<file path="config.mk">
export PLATFORM = sky130hd
export DESIGN_NAME = mips_lite_hazard_unit
export DESIGN_NICKNAME = d
export VERILOG_FILES = /design/src/rtl/mips_lite_pkg.sv /design/src/rtl/mips_lite_src_match.sv /design/src/rtl/mips_lite_hazard_unit.sv
export SDC_FILE = /design/constraint.sdc
export NUM_CORES = 1
export LEC_CHECK = 0
export CAP_MARGIN = 0
export CORE_ASPECT_RATIO = 0.6
export CORE_MARGIN = 2
export CORE_UTILIZATION = 45
export CTS_CLUSTER_DIAMETER = 80
export DETAILED_ROUTE_END_ITERATION = 12
export PLACE_DENSITY = 0.73
export SLEW_MARGIN = 20
export SYNTH_ARGS = -nofsm -noshare
export SYNTH_HDL_FRONTEND = slang
export SYNTH_SLANG_ARGS = --single-unit
</file>
<file path="constraint.sdc">
create_clock -name clk -period 5.8 [get_ports clk]
set_input_delay 1.16 -clock clk [delete_from_list [all_inputs] [get_ports clk]]
set_output_delay 1.16 -clock clk [all_outputs]
set_load 0.1 [all_outputs]
</file>
<file path="src/rtl/mips_lite_pkg.sv">
// Shared types and default widths for the mips_lite hazard unit.
// Tracker entries carry a register address wide enough for any supported RAW.
package mips_lite_pkg;

    localparam int RAW_DEF   = 5;
    localparam int CNT_W_DEF = 32;
    localparam int DST_W     = 8;

    typedef enum logic [1:0] {
        REG_FILE = 2'b00,
        EX_MEM   = 2'b01,
        MEM_WB   = 2'b10
    } fwd_sel_t;

    typedef struct packed {
        logic             valid;
        logic [DST_W-1:0] dst;
        logic             wr;
        logic             load;
        logic             halt;
    } trk_entry_t;

endpackage

</file>
<file path="src/rtl/mips_lite_src_match.sv">
// Hazard detection for one decode source operand against the EX and MEM entries.
// Produces a stall request and the bypass select for that operand.
module mips_lite_src_match
    import mips_lite_pkg::*;
#(
    parameter int RAW      = RAW_DEF,
    parameter int FWD_MODE = 1,
    parameter int R0_ZERO  = 0
) (
    input  logic [RAW-1:0] src,
    input  logic           used,
    input  trk_entry_t     ex_e,
    input  trk_entry_t     mem_e,
    output logic           stall_req,
    output fwd_sel_t       fwd_sel
);

    logic [DST_W-1:0] src_ext;
    logic             live;
    logic             ex_hit;
    logic             mem_hit;
    logic             unused_fields;

    assign unused_fields = ^{ex_e.halt, mem_e.load, mem_e.halt};

    always_comb begin
        src_ext   = DST_W'(src);
        live      = used && !((R0_ZERO != 0) && (src == '0));
        ex_hit    = live && ex_e.valid && ex_e.wr && (ex_e.dst == src_ext);
        mem_hit   = live && mem_e.valid && mem_e.wr && (mem_e.dst == src_ext);
        stall_req = 1'b0;
        fwd_sel   = REG_FILE;
        if (FWD_MODE != 0) begin
            // A load in EX has no result yet, and an older MEM value would be stale.
            if (ex_hit) begin
                if (ex_e.load) begin
                    stall_req = 1'b1;
                end else begin
                    fwd_sel = EX_MEM;
                end
            end else if (mem_hit) begin
                fwd_sel = MEM_WB;
            end
        end else begin
            stall_req = ex_hit || mem_hit;
        end
    end

endmodule

</file>
<file path="src/rtl/mips_lite_hazard_unit.sv">
// Stall/flush/forwarding control for a 5-stage MIPS-lite pipeline, with a
// three-entry in-flight tracker, sticky HALT handling and saturating statistics.
module mips_lite_hazard_unit
    import mips_lite_pkg::*;
#(
    parameter int RAW      = RAW_DEF,
    parameter int CNT_W    = CNT_W_DEF,
    parameter int FWD_MODE = 1,
    parameter int R0_ZERO  = 0
) (
    input  logic             clk,
    input  logic             reset,
    input  logic             id_valid,
    input  logic [RAW-1:0]   id_rs,
    input  logic [RAW-1:0]   id_rt,
    input  logic [1:0]       id_use,
    input  logic [RAW-1:0]   id_dst,
    input  logic             id_wr,
    input  logic             id_load,
    input  logic             id_halt,
    input  logic             ex_br_taken,
    output logic             stall,
    output logic             flush,
    output logic [1:0]       fwd_rs,
    output logic [1:0]       fwd_rt,
    output logic             halted,
    output logic [CNT_W-1:0] cnt_cycle,
    output logic [CNT_W-1:0] cnt_instr,
    output logic [CNT_W-1:0] cnt_stall,
    output logic [CNT_W-1:0] cnt_branch
);

    trk_entry_t ex_q, ex_d, mem_q, mem_d, wb_q, wb_d, id_rec;
    logic       halt_seen_q, halt_seen_d;
    logic       halted_q, halted_d;
    logic       flush_q, flush_d;
    logic       id_live;
    logic [1:0] src_stall;
    fwd_sel_t   src_fwd [2];
    logic [RAW-1:0] id_src [2];
    logic [3:0] cnt_inc;
    logic [3:0][CNT_W-1:0] cnt_all;
    logic       unused_wb;

    assign unused_wb = ^{wb_q.dst, wb_q.wr, wb_q.load};

    // The slot right after a taken branch is the squashed fetch, so it is not live either.
    assign id_live   = id_valid && !reset && !flush_q && !halt_seen_q;
    assign id_src[0] = id_rs;
    assign id_src[1] = id_rt;

    generate
        for (genvar gi = 0; gi < 2; gi++) begin : g_src
            mips_lite_src_match #(
                .RAW      (RAW),
                .FWD_MODE (FWD_MODE),
                .R0_ZERO  (R0_ZERO)
            ) u_match (
                .src       (id_src[gi]),
                .used      (id_live && id_use[gi]),
                .ex_e      (ex_q),
                .mem_e     (mem_q),
                .stall_req (src_stall[gi]),
                .fwd_sel   (src_fwd[gi])
            );
        end
    endgenerate

    assign fwd_rs = src_fwd[0];
    assign fwd_rt = src_fwd[1];
    assign halted = halted_q;

    always_comb begin
        flush  = ex_br_taken && ex_q.valid && !reset;
        stall  = (|src_stall) && !flush;
        id_rec = '{valid: 1'b1, dst: DST_W'(id_dst), wr: id_wr, load: id_load, halt: id_halt};

        ex_d        = ex_q;
        mem_d       = mem_q;
        wb_d        = wb_q;
        halt_seen_d = halt_seen_q;
        halted_d    = halted_q;
        flush_d     = flush_q;
        if (!halted_q) begin
            ex_d = '0;
            if (id_live && !stall && !flush) begin
                ex_d = id_rec;
            end
            mem_d       = ex_q;
            wb_d        = mem_q;
            halt_seen_d = halt_seen_q || (ex_d.valid && ex_d.halt);
            halted_d    = wb_q.valid && wb_q.halt;
            flush_d     = flush;
        end
    end

    always_ff @(posedge clk) begin
        if (reset) begin
            ex_q        <= '0;
            mem_q       <= '0;
            wb_q        <= '0;
            halt_seen_q <= 1'b0;
            halted_q    <= 1'b0;
            flush_q     <= 1'b0;
        end else begin
            ex_q        <= ex_d;
            mem_q       <= mem_d;
            wb_q        <= wb_d;
            halt_seen_q <= halt_seen_d;
            halted_q    <= halted_d;
            flush_q     <= flush_d;
        end
    end

    // Counter order: cycle, retired instruction, stall, taken branch.
    assign cnt_inc = {flush, stall, wb_q.valid, 1'b1};

    generate
        for (genvar gi = 0; gi < 4; gi++) begin : g_cnt
            logic [CNT_W-1:0] cnt_q, cnt_d;

            always_comb begin
                cnt_d = cnt_q;
                if (!halted_q && cnt_inc[gi] && (cnt_q != '1)) begin
                    cnt_d = cnt_q + 1'b1;
                end
            end

            always_ff @(posedge clk) begin
                if (reset) begin
                    cnt_q <= '0;
                end else begin
                    cnt_q <= cnt_d;
                end
            end

            assign cnt_all[gi] = cnt_q;
        end
    endgenerate

    assign cnt_cycle  = cnt_all[0];
    assign cnt_instr  = cnt_all[1];
    assign cnt_stall  = cnt_all[2];
    assign cnt_branch = cnt_all[3];

endmodule
</file>
== Word level (Yosys, flattened, before mapping) ==
Index checks and enable logic that the tools add are counted.

* Add/subtract/negate cells: 4
* Equal/unequal tests: 8
* Muxes and demuxes: 11
* Reductions and logical operators: 39

{| class="wikitable"
|+ Operators with widths
! operator !! number
|-
| $add A32 B1 Y32 const B || 4
|-
| $ne A32 B32 Y1 const B || 4
|-
| $eq A8 B5 Y1 || 4
|-
| $logic_and A1 B1 Y1 || 31
|-
| $mux W12 || 2
|-
| $mux W2 || 4
|-
| $logic_not A1 Y1 || 6
|-
| $mux W1 || 5
|-
| $reduce_or A2 Y1 || 1
|-
| $logic_or A1 B1 Y1 || 1
|}

* Flip-flop bits (word level): 156
* Input bits: 24
* Output and inout port bits: 135
* Logic and storage cells: 80

== Depth between registers and ports, before layout ==
Gate-level depths: netlist (run 1).

* Depth in word-level cells: 18
* Mapped depth: 9
* Mapped depth without buffers: 7

== By module ==
From an unflattened synthesis (run 1), not the netlist that was laid out.

* Cells, all modules: 916
* Area total of the unflattened synthesis: 7742.4 um^2

{| class="wikitable"
|+ By module, submodules not included
! module !! times used !! cells each !! area an instance (um^2) !! seq. area each (um^2)
|-
| mips_lite_hazard_unit || 1 || 876 || 7402.1 || 3022.9
|-
| mips_lite_src_match || 2 || 20 || 170.2 || 0.0
|}

== Worst setup path after synthesis (run 1) ==
OpenSTA, ideal clock, no wires.

* Kind: input to output
* From: in reset
* To: out stall
* Arrival: 3.472 ns
* Required time: 4.640 ns
* Slack: 1.168 ns
* Stages on the path: 4
* Buffers on the path: 0
* Cell sequence: nor4b_4 > nand2_2 > or3_4 > a21oi_1

* Longest elaborated chain between the ends: 11
* Elaborated cells between the ends (all ways): 18
* Classes of those cells: 2 x mux; 16 x reduce/logical

{| class="wikitable"
|+ RTL lines
! element !! RTL line !! text
|-
| start, declared || mips_lite_hazard_unit.sv:12 || <nowiki>input logic reset,</nowiki>
|-
| $logic_not A1 Y1 (*) || mips_lite_hazard_unit.sv:48, mips_lite_hazard_unit.sv:74 ||
|-
| $logic_and A1 B1 Y1 (3 in series) || mips_lite_hazard_unit.sv:48 || <nowiki>assign id_live = id_valid && !reset && !flush_q && !halt_seen_q;</nowiki>
|-
| $logic_and A1 B1 Y1 || mips_lite_hazard_unit.sv:60 || <nowiki>.used (id_live && id_use[gi]),</nowiki>
|-
| $logic_and A1 B1 Y1 (3 in series) || mips_lite_src_match.sv:29 || <nowiki>ex_hit = live && ex_e.valid && ex_e.wr && (ex_e.dst == src_ext);</nowiki>
|-
| $mux W1 || mips_lite_src_match.sv:35 || <nowiki>if (ex_hit) begin</nowiki>
|-
| $reduce_or A2 Y1 || mips_lite_hazard_unit.sv:75 || <nowiki>stall = (|src_stall) && !flush;</nowiki>
|-
| $logic_and A1 B1 Y1 (*) || mips_lite_hazard_unit.sv:75 ||
|-
| end, declared || mips_lite_hazard_unit.sv:22 || <nowiki>output logic stall,</nowiki>
|}

Mark *: on every way between the ends. The rest lies on a longest branch, timed or not.

== Worst setup path after layout (run 1) ==
* From: in ex_br_taken
* To: out flush

* Longest elaborated chain between the ends: 2

{| class="wikitable"
|+ RTL lines
! element !! RTL line !! text
|-
| start, declared || mips_lite_hazard_unit.sv:21 || <nowiki>input logic ex_br_taken,</nowiki>
|-
| $logic_and A1 B1 Y1 (2 in series) || mips_lite_hazard_unit.sv:74 || <nowiki>flush = ex_br_taken && ex_q.valid && !reset;</nowiki>
|-
| end, declared || mips_lite_hazard_unit.sv:23 || <nowiki>output logic flush,</nowiki>
|}

No other way between the ends.

==> results of run 1 <==
-- placed cells by master, fill, tap and decap left out, types with 23 or more instances in the layout --
cell	instances
a21oi_1	53
nand2_1	54
dfxtp_1	150
xor2_1	46
clkdlybuf4s50_1	152
xnor2_1	46
o21ai_0	44
nor2_1	124
nand4_1	51
or3_1	40
nor3_1	23
nand3_1	51
-- logic make-up (layout without fill, tap and decap cells) --
family / Yosys count / after routing / share of synthesized area
adder cells (fa/ha/maj): 4 / 4 / 0.00709
buffers and inverters: 40 / 206 / 0.0216
XOR/XNOR: 92 / 92 / 0.114
AND/OR/NAND/NOR: 420 / 420 / 0.308
AO/OA/AOI/OAI: 124 / 124 / 0.101
flip-flops: 150 / 150 / 0.425
multiplexers: 16 / 16 / 0.0232
-- power groups by stage --
| stage | combinational (mW) | sequential (mW) | clock [mW] |
|---|---|---|---|
| 2_1_floorplan | 0.0430 | 1.08 | 0 |
| 4_1_cts | 0.0926 | 1.05 | 1.27 |
| 5_1_grt | 0.0988 | 1.05 | 1.31 |
| 6_report | 0.0928 | 1.05 | 1.25 |
| 3_5_place_dp | 0.0918 | 1.07 | 0 |
| 3_3_place_gp | 0.0912 | 1.07 | 0 |
-- layer usage --
metal	vias to the layer above	GRT usage
li1	3348	-
met1	3129	0.328
met2	223	0.312
met3	16	0.0612
met4	0	0.0635
met5	-	0
-- worst max-delay path, stage by stage --
cell and delay, ns:
clkdlybuf4s50_1 0.48, nand2_1 0.17, nor2_1 0.13, clkdlybuf4s50_1 1.14
-- sequential cells by signal, summed over array words and instances (netlist names) --
name / count
cnt_branch: 32
cnt_cycle: 32
cnt_instr: 32
cnt_stall: 32
ex_q: 9
mem_q: 8
cnt_inc: 1
flush_q: 1
halt_seen_q: 1
halted: 1
wb_q: 1
-- final cells by class --
type | count | area, um2 | share of cell area
Clock buffer | 18 | 429 | 0.0453
Clock inverter | 12 | 228 | 0.0240
Inverter | 13 | 48.8 | 0.00515
Multi-Input combinational cell | 656 | 3910 | 0.413
Sequential cell | 150 | 3000 | 0.317
Tap cell | 203 | 254 | 0.0268
Timing Repair Buffer | 163 | 1600 | 0.169
-- stage by stage --
step	utilization	instances
finish	0.618	1215
global route	0.618	1215
CTS	0.618	1215
detailed placement	0.576	1185
global placement	0.575	1185
floorplan	-	846
-- worst min-delay path by stage --
stage,from,end,cells past startpoint
4_1_cts,ex_q[0],ex_q[0],2
5_1_grt,ex_q[0],ex_q[0],2
3_5_place_dp,ex_q[0],ex_q[0],2
3_3_place_gp,ex_q[0],ex_q[0],2
6_report,ex_q[0],ex_q[0],2
2_1_floorplan,ex_q[0],ex_q[0],2
==> flow_summary.json, run 1 <==
{
  "ys_top_cells_by_area": "dfxtp_1 43%, nor2_1 6.6%, xnor2_1 5.7%",
  "grtUsageTotal": 0.222,
  "finalWorstSetupSlack_ns": 1.56,
  "drive_above_1_share": 0.0514,
  "clkLatencyLatePin_ns": 0.42,
  "clock_sinks": 150,
  "drt-met1-wl_mm": 9.63,
  "top_layer": "met4",
  "place_area_um2": 8820,
  "syn_area_um2": 7060,
  "rows": 35,
  "crit_start": "ex_br_taken",
  "wl_met3_mm": 1.29,
  "drv_slew": 0,
  "vias_per_cell": 5.53,
  "r2r_end": "cnt_branch[31]",
  "cp_max_fo": 5,
  "wire_per_inst_um": 15.3,
  "grt_pass1_vias": 5941,
  "grt_max_degree": 83,
  "p_int_mw": 1.88,
  "cts_buffers": 17,
  "fin_crit_ns": 4.24,
  "cts_tree": "yes",
  "synth.most_common_cell": "dfxtp_1",
  "numPortBuffers": 158,
  "setup_tns_ns": 0,
  "worstMarginPinSlew_ns": 1.05,
  "start_kind": "input port",
  "power_frac_clock": 0.522,
  "finalHoldViolCount": 0,
  "ir_worst_vdd_v": 0.000162,
  "gp_congestion": 0.894,
  "core_area_um2": 15300,
  "dr_wl_met2_mm": 7.43,
  "cts_root_buf": "clkbuf_16",
  "initial_core_util": 0.461,
  "antenna_found_initial": 0,
  "syn_to_final_growth_pct": 34.3,
  "final_area_um2": 9480,
  "drc_errors": 0,
  "endpoint": "flush",
  "cellLeakagePower_nw": 3.05,
  "slew_headroom": 0.299,
  "setup_viol": 0,
  "dr_total_vias": 6716,
  "clock.fmax_mhz": 236,
  "fp.dieH_um": 101,
  "critPathKind": "input port to primary output",
  "comb_power_share": 0.039,
  "synth_common_cells": "150 x dfxtp_1, 124 x nor2_1, 54 x nand2_1",
  "synth.distinct_cells": 51,
  "post_cts.repair.setup_buffers": 0,
  "ant_nets": 0,
  "syn_nets": 874,
  "ys_seq_area_frac": 0.425,
  "htree_num_levels": 4,
  "cts.path.max_buffers": 2,
  "dp_hpwl_mm": 12.8,
  "p_per_area_nw_per_um2": 252,
  "wirelength_mm": 18.5,
  "synth_top_area_cell": "dfxtp_1",
  "yosys_register_bits": 150,
  "synth_edf_count": 0,
  "ios": 159,
  "swShare": 0.213,
  "r2r_start": "halted",
  "power_mw": 2.39,
  "gr-total-overflow": 0,
  "cts_hold_buf": 0,
  "total_switching_power_mw": 0.509,
  "hold-worst-slack_ns": 0.454,
  "end_kind": "primary output",
  "post-place-ws_ns": 1.55,
  "arrival_ns": 3.08,
  "synthDominantCellAreaShare": 0.425,
  "die_x_um": 166,
  "clock_skew_ns": 0.0132,
  "grt_pass1_wl_mm": 30.2,
  "post_cts_resized": 0,
  "n_fill_cell": 1337,
  "cts.reportedPaths.clkPinSlew_ns": 0.06,
  "rsz0062_at_grt": "false",
  "drtIter0Drc": 570,
  "synth_flop_cell": "dfxtp_1",
  "maxCapViolCount": 0,
  "ys_warn_count": 0,
  "hp-class": "flop to flop",
  "drtPass1Iterations": 7,
  "regToRegSetupSlack_ns": 2.81,
  "p_seq_frac": 0.439,
  "finalNetCount": 1029,
  "synthArstFlopShare": 0,
  "diodes": 0,
  "required_ns": 4.64,
  "status": "finished, final reports clean",
  "die_area_um2": 16700,
  "synth.avg_cell_area_um2": 8.34,
  "synth_cells": 846,
  "ff2ff_path_depth": 7,
  "fin_crit_sh": 0.732
}
No activity file was read; power rests on OpenSTA's default activity.
==> run 2, diff against run 1 <==
==> constraint.sdc (replaced) <==
create_clock -name clk -period 4.2 [get_ports clk]
set_input_delay 0.84 -clock clk [delete_from_list [all_inputs] [get_ports clk]]
set_output_delay 0.84 -clock clk [all_outputs]
set_load 0.1 [all_outputs]
==> flow_summary.json, run 2 (synthesis gave the netlist of run 1 again) <==
{
  "p_int_mw": 2.39,
  "die_area_um2": 16700,
  "cts_tree": "yes",
  "drtIter0Drc": 644,
  "critPathKind": "input port to primary output",
  "cts.reportedPaths.clkPinSlew_ns": 0.06,
  "post_cts_resized": 0,
  "syn_to_final_growth_pct": 34.8,
  "initial_core_util": 0.461,
  "drc_errors": 0,
  "grt_max_degree": 77,
  "wirelength_mm": 18.3,
  "grtUsageTotal": 0.218,
  "required_ns": 3.36,
  "wire_per_inst_um": 15.0,
  "grt_pass1_wl_mm": 29.9,
  "clock_skew_ns": 0.0135,
  "comb_power_share": 0.041,
  "setup_tns_ns": 0,
  "finalWorstSetupSlack_ns": 0.773,
  "grt_pass1_vias": 5827,
  "post-place-ws_ns": 0.435,
  "dr_total_vias": 6671,
  "rows": 35,
  "maxCapViolCount": 0,
  "diodes": 0,
  "p_per_area_nw_per_um2": 328,
  "swShare": 0.235,
  "gr-total-overflow": 0,
  "drtPass1Iterations": 6,
  "drv_slew": 0,
  "place_area_um2": 8920,
  "cp_slowest_stage_delay_ns": 0.55,
  "ant_nets": 0,
  "clock.fmax_mhz": 292,
  "fin_crit_sh": 0.816,
  "hp-class": "flop to flop",
  "dp_hpwl_mm": 12.8,
  "finalNetCount": 1035,
  "end_kind": "primary output",
  "path_cells": "clkdlybuf4s50_1 > xnor2_1 > nand4_1 > or3_1 > a21oi_1 > buf_12",
  "rsz0062_at_grt": "false",
  "finalHoldViolCount": 0,
  "worstMarginPinSlew_ns": 1.04,
  "dp.cells": 1191,
  "final_area_um2": 9510,
  "final_util": 0.621,
  "htree_num_levels": 4,
  "clock_sinks": 150,
  "clkLatencyLatePin_ns": 0.42,
  "n_fill_cell": 1350,
  "cp_max_fo": 4,
  "vias_per_cell": 5.45,
  "numPortBuffers": 158,
  "cp_slowest_cell": "clkdlybuf4s50_1",
  "antenna_found_initial": 0,
  "fin_crit_ns": 3.43,
  "die_x_um": 166,
  "p_seq_frac": 0.464,
  "fp.dieH_um": 101,
  "instances_no_fill": 1223,
  "ios": 159,
  "status": "finished, final reports clean",
  "ir_worst_vdd_v": 0.000170,
  "cts_hold_buf": 0,
  "post_cts.repair.setup_buffers": 0,
  "total_switching_power_mw": 0.733,
  "drive_above_1_share": 0.0598,
  "slew_headroom": 0.306,
  "start_kind": "input port",
  "cellLeakagePower_nw": 3.05,
  "cts_root_buf": "clkbuf_16",
  "gp_congestion": 0.861,
  "setup_viol": 0,
  "core_area_um2": 15300,
  "cts.path.max_buffers": 2,
  "power_frac_clock": 0.495,
  "layout_common_cells": "150 x dfxtp_1, 150 x clkdlybuf4s50_1, 124 x nor2_1, 54 x nand2_1, 53 x a21oi_1",
  "cts_buffers": 17,
  "arrival_ns": 2.59
}
run 2: changes by cell type in the layout (fill, tap and decap cells not counted), sizes merged:
| cell | previous run | this run |
|---|---|---|
| buf | 11 | 19 |
| clkbuf | 18 | 20 |
| clkinvlp | 1 | 5 |
| clkdlybuf4s50 | 152 | 150 |
| clkinv | 4 | 1 |
| bufinv | 6 | 2 |
| inv | 14 | 17 |
run 2: routing by layer:
layer  vias to the layer above  global-route usage  routed length (um)
met3                        14              0.0569                1310
met2                       206               0.293                7220
met4                         0              0.0548                 120
met1                      3092               0.337                9670
li1                       3359                   -                   -
met5                         -                   0                   0
run 2: power groups by stage:
| stage | logic (mW) | clock network (mW) | registers, mW |
|---|---|---|---|
| after CTS | 0.129 | 1.57 | 1.45 |
| after floorplan | 0.0594 | 0 | 1.50 |
| after global routing | 0.138 | 1.64 | 1.45 |
| final | 0.128 | 1.54 | 1.45 |
| after detailed placement | 0.128 | 0 | 1.48 |
| after global placement | 0.126 | 0 | 1.48 |
run 2: path summary, 6_finish.rpt:
check	from	to	slack, ns	cells after the start
worst max register to register	cnt_stall[11]	cnt_stall[0]	1.14	7
worst max-delay path	id_rt[2]	stall	0.77	6
worst min-delay path	ex_q[0]	ex_q[0]	0.47	2
worst min register to register	ex_q[0]	ex_q[0]	0.47	2
run 2: per-stage QoR:
stage               power (mW)  hold slack [ns]
CTS                       3.14            0.472
floorplan                 1.56            0.422
global placement          1.60            0.436
finish                    3.12            0.466
global route              3.22            0.492
detailed placement        1.61            0.440
run 2: area by class of cell:
class                      instances  area, um2  share of cell area
tap                              203        254              0.0267
multi-input combinational        656       3910               0.411
timing repair buffer             169       1710               0.179
clock buffer                      20        447              0.0469
sequential                       150       3000               0.316
clock inverter                    12        144              0.0151
inverter                          13       48.8             0.00513
run 2: critical path, delay by kind of cell:
family / cells / cell delay [ns]
buffers and inverters: 2 / 0.76
and+or+nand+nor: 2 / 0.58
xor gates and xnor gates: 1 / 0.16
AOI/OAI and AO/OA: 1 / 0.24
